### config.mk
export PLATFORM = sky130hd
export DESIGN_NAME = addsub_seq_controller_flat
export DESIGN_NICKNAME = d
export VERILOG_FILES = /design/src/rtl/alu_pkg.sv /design/src/rtl/addsub_seq_controller_if.sv /design/src/rtl/addsub_chunk.sv /design/src/rtl/addsub_seq_controller.sv /design/src/flat_wrapper.sv
export SDC_FILE = /design/constraint.sdc
export NUM_CORES = 1
export LEC_CHECK = 0
export BUFFER_PORTS_ARGS = -buffer_cell sky130_fd_sc_hd__buf_2
export CELL_PAD_IN_SITES_DETAIL_PLACEMENT = 0
export CELL_PAD_IN_SITES_GLOBAL_PLACEMENT = 1
export CORE_MARGIN = 5
export CORE_UTILIZATION = 49
export CTS_CLUSTER_SIZE = 24
export DETAILED_ROUTE_END_ITERATION = 6
export GPL_TIMING_DRIVEN = 1
export PLACE_DENSITY = 0.91
export SETUP_SLACK_MARGIN = 0.5
export SLEW_MARGIN = 20
export SYNTH_ARGS = -nofsm -noshare
export SYNTH_HDL_FRONTEND = slang
export SYNTH_SLANG_ARGS = --single-unit
### constraint.sdc
create_clock -name clk -period 6.7 [get_ports clk]
set_input_delay 0.335 -clock clk [delete_from_list [all_inputs] [get_ports clk]]
set_output_delay 0.335 -clock clk [all_outputs]
set_load 0.02 [all_outputs]
### src/rtl/alu_pkg.sv
// Shared ALU encodings: operation codes and the sequencer state enum.
package alu_pkg;

    typedef enum logic [1:0] {
        OP_ADD  = 2'b00,
        OP_SUB  = 2'b01,
        OP_ADDC = 2'b10,
        OP_ACC  = 2'b11
    } op_e;

    typedef enum logic {
        ST_IDLE = 1'b0,
        ST_BUSY = 1'b1
    } state_e;

endpackage

### src/rtl/addsub_seq_controller_if.sv
// Input-bus / result-path bundle of the serial add/sub controller.
interface addsub_seq_controller_if #(
    parameter int unsigned WIDTH = 16
) ();

    logic [WIDTH-1:0] in;
    logic             store_a;
    logic             start;
    logic [1:0]       op;
    logic             cin;
    logic             busy;
    logic             out_valid;
    logic [WIDTH-1:0] out;
    logic             cout;
    logic             ovf;
    logic             zero;

    modport master (
        output in, store_a, start, op, cin,
        input  busy, out_valid, out, cout, ovf, zero
    );

    modport slave (
        input  in, store_a, start, op, cin,
        output busy, out_valid, out, cout, ovf, zero
    );

endinterface

### src/rtl/addsub_chunk.sv
// Combinational W-bit adder slice with carry in and carry out.
module addsub_chunk #(
    parameter int unsigned W = 4
) (
    input  logic [W-1:0] a,
    input  logic [W-1:0] b,
    input  logic         cin,
    output logic [W-1:0] sum_c,
    output logic         cout_c
);

    logic [W:0] total;

    assign total  = (W+1)'(a) + (W+1)'(b) + (W+1)'(cin);
    assign sum_c  = total[W-1:0];
    assign cout_c = total[W];

endmodule

### src/rtl/addsub_seq_controller.sv
// Serial ADD/SUB/ADDC/ACC unit: A register, B from the shared bus, CHUNK bits per
// clock, registered result and flags behind a busy/out_valid handshake.
module addsub_seq_controller
    import alu_pkg::*;
#(
    parameter int unsigned WIDTH = 16,
    parameter int unsigned CHUNK = 4
) (
    input  logic                    clk,
    input  logic                    rst_n,
    addsub_seq_controller_if.slave  bus
);

    localparam int unsigned NCH = WIDTH / CHUNK;
    localparam int unsigned IW  = (NCH > 1) ? $clog2(NCH) : 1;

    if ((WIDTH % CHUNK) != 0 || WIDTH < 2 || CHUNK < 1) begin : g_bad_param
        $error("addsub_seq_controller: WIDTH must be >= 2 and a multiple of CHUNK");
    end

    state_e           state_q, state_d;
    op_e              op_q, op_d;
    logic [WIDTH-1:0] a_q, a_d;
    logic [WIDTH-1:0] b_q, b_d;
    logic [WIDTH-1:0] work_q, work_d;
    logic [WIDTH-1:0] out_q, out_d;
    logic [IW-1:0]    idx_q, idx_d;
    logic             carry_q, carry_d;
    logic             cout_q, cout_d;
    logic             ovf_q, ovf_d;
    logic             zero_q, zero_d;
    logic             busy_q, busy_d;
    logic             valid_q, valid_d;

    // Chunk selection: shift the active chunk down to bit 0.
    logic [31:0]      base;
    logic [WIDTH-1:0] a_sh, b_sh;
    logic [CHUNK-1:0] a_ch, b_ch, sum_ch;
    logic             cout_ch;
    logic [WIDTH-1:0] ins_mask, ins_val, work_nx;

    assign base = 32'(idx_q) * CHUNK;
    assign a_sh = a_q >> base;
    assign b_sh = b_q >> base;
    assign a_ch = a_sh[CHUNK-1:0];
    assign b_ch = b_sh[CHUNK-1:0];

    addsub_chunk #(
        .W (CHUNK)
    ) u_chunk (
        .a      (a_ch),
        .b      (b_ch),
        .cin    (carry_q),
        .sum_c  (sum_ch),
        .cout_c (cout_ch)
    );

    // Working sum with the current chunk merged in.
    assign ins_mask = WIDTH'({CHUNK{1'b1}}) << base;
    assign ins_val  = WIDTH'(sum_ch) << base;
    assign work_nx  = (work_q & ~ins_mask) | ins_val;

    // Next-state and next-output logic.
    always_comb begin
        state_d = state_q;
        op_d    = op_q;
        a_d     = a_q;
        b_d     = b_q;
        work_d  = work_q;
        out_d   = out_q;
        idx_d   = idx_q;
        carry_d = carry_q;
        cout_d  = cout_q;
        ovf_d   = ovf_q;
        zero_d  = zero_q;
        busy_d  = busy_q;
        valid_d = 1'b0;

        unique case (state_q)
            ST_IDLE: begin
                if (bus.store_a) begin
                    a_d = bus.in;
                end else if (bus.start) begin
                    op_d    = op_e'(bus.op);
                    b_d     = (op_e'(bus.op) == OP_SUB) ? ~bus.in : bus.in;
                    unique case (op_e'(bus.op))
                        OP_SUB:  carry_d = 1'b1;
                        OP_ADDC: carry_d = bus.cin;
                        default: carry_d = 1'b0;
                    endcase
                    idx_d   = '0;
                    work_d  = '0;
                    busy_d  = 1'b1;
                    state_d = ST_BUSY;
                end
            end
            ST_BUSY: begin
                work_d  = work_nx;
                carry_d = cout_ch;
                if (idx_q == IW'(NCH - 1)) begin
                    state_d = ST_IDLE;
                    busy_d  = 1'b0;
                    valid_d = 1'b1;
                    out_d   = work_nx;
                    cout_d  = cout_ch;
                    ovf_d   = (a_q[WIDTH-1] == b_q[WIDTH-1]) &&
                              (work_nx[WIDTH-1] != a_q[WIDTH-1]);
                    zero_d  = (work_nx == '0);
                    if (op_q == OP_ACC) begin
                        a_d = work_nx;
                    end
                end else begin
                    idx_d = idx_q + 1'b1;
                end
            end
            default: state_d = ST_IDLE;
        endcase
    end

    always_ff @(posedge clk or negedge rst_n) begin
        if (!rst_n) begin
            state_q <= ST_IDLE;
            op_q    <= OP_ADD;
            a_q     <= '0;
            b_q     <= '0;
            work_q  <= '0;
            out_q   <= '0;
            idx_q   <= '0;
            carry_q <= 1'b0;
            cout_q  <= 1'b0;
            ovf_q   <= 1'b0;
            zero_q  <= 1'b0;
            busy_q  <= 1'b0;
            valid_q <= 1'b0;
        end else begin
            state_q <= state_d;
            op_q    <= op_d;
            a_q     <= a_d;
            b_q     <= b_d;
            work_q  <= work_d;
            out_q   <= out_d;
            idx_q   <= idx_d;
            carry_q <= carry_d;
            cout_q  <= cout_d;
            ovf_q   <= ovf_d;
            zero_q  <= zero_d;
            busy_q  <= busy_d;
            valid_q <= valid_d;
        end
    end

    assign bus.busy      = busy_q;
    assign bus.out_valid = valid_q;
    assign bus.out       = out_q;
    assign bus.cout      = cout_q;
    assign bus.ovf       = ovf_q;
    assign bus.zero      = zero_q;

endmodule

### src/flat_wrapper.sv
// flat-port wrapper written by rule: the top's interface ports become plain ports
module addsub_seq_controller_flat import alu_pkg::*;
#(
    parameter int unsigned WIDTH = 16,
    parameter int unsigned CHUNK = 4
)
  (clk, rst_n, bus_in, bus_store_a, bus_start, bus_op, bus_cin, bus_busy, bus_out_valid, bus_out, bus_cout, bus_ovf, bus_zero);
  addsub_seq_controller_if #(.WIDTH(WIDTH)) bus_i ();
  input  logic clk;
  input  logic rst_n;
  input wire logic [$bits(bus_i.in)-1:0] bus_in;
  input wire logic [$bits(bus_i.store_a)-1:0] bus_store_a;
  input wire logic [$bits(bus_i.start)-1:0] bus_start;
  input wire logic [$bits(bus_i.op)-1:0] bus_op;
  input wire logic [$bits(bus_i.cin)-1:0] bus_cin;
  output wire logic [$bits(bus_i.busy)-1:0] bus_busy;
  output wire logic [$bits(bus_i.out_valid)-1:0] bus_out_valid;
  output wire logic [$bits(bus_i.out)-1:0] bus_out;
  output wire logic [$bits(bus_i.cout)-1:0] bus_cout;
  output wire logic [$bits(bus_i.ovf)-1:0] bus_ovf;
  output wire logic [$bits(bus_i.zero)-1:0] bus_zero;
  assign bus_i.in = bus_in;
  assign bus_i.store_a = bus_store_a;
  assign bus_i.start = bus_start;
  assign bus_i.op = bus_op;
  assign bus_i.cin = bus_cin;
  assign bus_busy = bus_i.busy;
  assign bus_out_valid = bus_i.out_valid;
  assign bus_out = bus_i.out;
  assign bus_cout = bus_i.cout;
  assign bus_ovf = bus_i.ovf;
  assign bus_zero = bus_i.zero;
  addsub_seq_controller #(.WIDTH(WIDTH), .CHUNK(CHUNK)) u_core (.clk(clk), .rst_n(rst_n), .bus(bus_i));
endmodule
==> impl_metrics.env <==
export IMPL_status="finished clean"
export IMPL_avgSynthCellArea_um2=10.2
export IMPL_setup_tns_ns=0
export IMPL_power_share_clock_pct=14.1
export IMPL_clock_skew_ns=0.0111
export IMPL_p_sw_share_pct=45.9
export IMPL_vias_per_cell=5.61
export IMPL_cts_hold_buf=0
export IMPL_antenna_found_initial=0
export IMPL_place_congestion=0.866
export IMPL_synth_seq_area_share_pct=47.9
export IMPL_p_sw_uw=1200
export IMPL_vias=2934
export IMPL_place_worst_setup_slack_ns=3.25
export IMPL_start_util_pct=50.5
export IMPL_syn_to_final_growth_pct=10.6
export IMPL_pwr_share_seq_pct=31.0
export IMPL_hp_class="input pin to async pin"
export IMPL_finalSetupViolCount=0
export IMPL_cellLeakagePower_uw=0.00202
export IMPL_clock_sinks=75
export IMPL_max_freq_mhz=290
export IMPL_dp_hpwl_um=6100
export IMPL_crit_chain="mux4_2, fa_1, inv_1, fa_1, o22ai_1, nor3_1, a32o_1"
export IMPL_hold_violations=0
export IMPL_grt_max_degree=76
export IMPL_critical_path_startpoint="u_core.idx_q[0]"
export IMPL_maxSlewViolCount=0
export IMPL_worstSkewPairLatency_ns=0.35
export IMPL_numCtsBuffers=9
export IMPL_setup_slack_ns=3.25
export IMPL_crit_buf_inv=1
export IMPL_final_nets=451
export IMPL_fillCellCount=728
export IMPL_synthCells=386
export IMPL_drive_gt1_share_pct=18.5
export IMPL_slew_headroom_pct=33.9
export IMPL_drt_initial_drc_count=203
export IMPL_wirelength_um=8700
export IMPL_arrival_ns=3.69
export IMPL_cp_max_fo=24
export IMPL_tightest_slew_ns=0.992
export IMPL_synth_edf_count=0
export IMPL_cp_common_cell="fa_1"
export IMPL_cp_top_family="flip-flops"
export IMPL_min_period_ns=3.45
export IMPL_p_per_area_nw_per_um2=602
export IMPL_drc=0
export IMPL_p_int_uw=1410
export IMPL_power_frac_comb_pct=54.9
export IMPL_cp_slowest_cell="dfrtp_1"
export IMPL_clk_pin_slew_ns=0.07
export IMPL_grt_pass1_vias=2765
export IMPL_grtUsageTotal_pct=18.3
export IMPL_grt_pass1_wl_um=14200
export IMPL_rows=32
export IMPL_crit_type="flip-flop to flip-flop"
export IMPL_num_antenna_cells=0
export IMPL_die_w_um=99.4
export IMPL_synthArstFlopShare_pct=100
export IMPL_endpoint_kind="flip-flop"
export IMPL_synth_cell_types=49
export IMPL_r2r_start="u_core.idx_q[0]"
export IMPL_ant_nets=0
export IMPL_gr_total_overflow=0
export IMPL_drv_cap=0
export IMPL_fp_dieH_um=99.4
export IMPL_cts_resized=0
export IMPL_portBuffers=43
export IMPL_final_area_um2=4330
export IMPL_crit_path_start_kind="flip-flop"
export IMPL_detail_route_first_pass_iterations=4
export IMPL_synth_nets=420
export IMPL_fp_dieArea_um2=9890
export IMPL_pin_count=44
export IMPL_place_area_um2=4120
export IMPL_ctsRootBufferMaster="clkbuf_8"
export IMPL_netlist_area_um2=3920
export IMPL_post_cts_buffers=0
export IMPL_rsz0062_at_grt="no"
export IMPL_worst_ir_drop_vdd_mv=0.212
export IMPL_core_area_um2=7770
export IMPL_cts_max_level=3
export IMPL_slowest_delay_ns=1.00
export IMPL_ys_ff_latch=75
export IMPL_ys_warn_count=0
export IMPL_synthFlopType="dfrtp_1"
export IMPL_cts_buffer_depth=2
export IMPL_cts_tree="done"
export IMPL_post_route_period_util_pct=51.5
export IMPL_worst_ep_required_time_ns=6.94
export IMPL_holdWs_ns=0.124
export IMPL_avgRoutedWirePerCell_um=16.6
## logic make-up (layout without fill, tap and decap cells)
kind of cell / after synthesis / in the layout / share of synthesized area (%)
AO/OA/AOI/OAI: 103 / 103 / 17.3
XOR/XNOR: 17 / 17 / 3.80
adder cells (fa/ha/maj): 11 / 11 / 3.90
buffers and inverters: 45 / 80 / 6.10
flip-flops: 75 / 75 / 47.9
multiplexers: 20 / 20 / 8.01
AND/OR/NAND/NOR: 115 / 115 / 13.0
## stage by stage
step | power [µW] | instances | utilization [%]
after floorplan | 1910 | 386 | -
after global placement | 2190 | 508 | 53.0
after detailed placement | 2240 | 508 | 53.1
after CTS | 2620 | 523 | 55.8
after global routing | 2820 | 523 | 55.8
final | 2610 | 523 | 55.8
## state kept, by name, summed over array words and instances (netlist names), 2 cells and up
signal          count
u_core.a_q         16
u_core.b_q         16
u_core.bus.out     16
u_core.work_q      16
u_core.idx_q        2
u_core.op_q         2
## routing by layer
layer	share of wire, %	track usage (%)	up-vias
met5	0	0	-
met3	7.3	4.70	13
met2	44	26.7	99
li1	-	-	1403
met4	1.3	5.99	0
met1	47	26.8	1419
## synth_stat cells, types with 5 or more instances
cell | count | share of area, %
nor3_1 | 5 | 0.64
ha_1 | 9 | 2.9
nand3_1 | 5 | 0.64
buf_2 | 9 | 1.1
o21ai_0 | 34 | 4.3
inv_1 | 20 | 1.9
a31oi_1 | 7 | 1.1
nor2_1 | 30 | 2.9
nand2_1 | 57 | 5.5
buf_4 | 6 | 1.1
nand2b_1 | 7 | 1.1
dfrtp_1 | 75 | 48
mux2i_1 | 10 | 2.6
o22ai_1 | 7 | 1.1
a21o_1 | 5 | 0.96
xnor2_1 | 16 | 3.6
a21oi_1 | 21 | 2.7
mux4_2 | 5 | 2.9
## cells in the final DEF, fill, tap and decap left out, types with 4 or more instances in the layout
| cell | instances |
|---|---|
| dfrtp_1 | 75 |
| mux4_2 | 5 |
| xnor2_1 | 16 |
| a21oi_1 | 21 |
| ha_1 | 9 |
| o31ai_1 | 4 |
| clkbuf_8 | 13 |
| o21ai_0 | 34 |
| a21o_1 | 5 |
| inv_1 | 20 |
| a31oi_1 | 7 |
| o22ai_1 | 7 |
| mux2i_1 | 10 |
| buf_2 | 42 |
| nor2_1 | 30 |
| nand3_1 | 5 |
| nand2b_1 | 7 |
| nand2_1 | 57 |
| o31ai_2 | 4 |
| a32o_1 | 4 |
| nor3_1 | 5 |
## power by group through the flow
stage               sequential, µW  combinational [µW]  clock [µW]
finish                         810                1430         369
global route                   840                1580         394
CTS                            810                1430         375
detailed placement             820                1420           0
global placement               811                1380           0
floorplan                      810                1100           0
## final cells by class
cell class	count	area [µm²]	share of cell area [%]
Tap cell	102	128	2.94
Clock inverter	1	30.0	0.693
Clock buffer	14	183	4.21
Multi-Input combinational cell	266	1810	41.7
Timing Repair Buffer	44	225	5.20
Sequential cell	75	1880	43.3
Inverter	21	83.8	1.93
## path summary, 6_finish.rpt
path                                     end  slack, ns  cells past startpoint
min                        u_core.bus.out[6]       0.12                      1
max reg2reg                  u_core.bus.zero       3.25                      7
max                          u_core.bus.zero       3.25                      7
max in group asynchronous      u_core.b_q[5]       5.95                      1
min in group clk              u_core.op_q[1]       0.26                      2
min reg2reg                u_core.bus.out[9]       0.47                      2
Power figures use the tool's default switching activity.
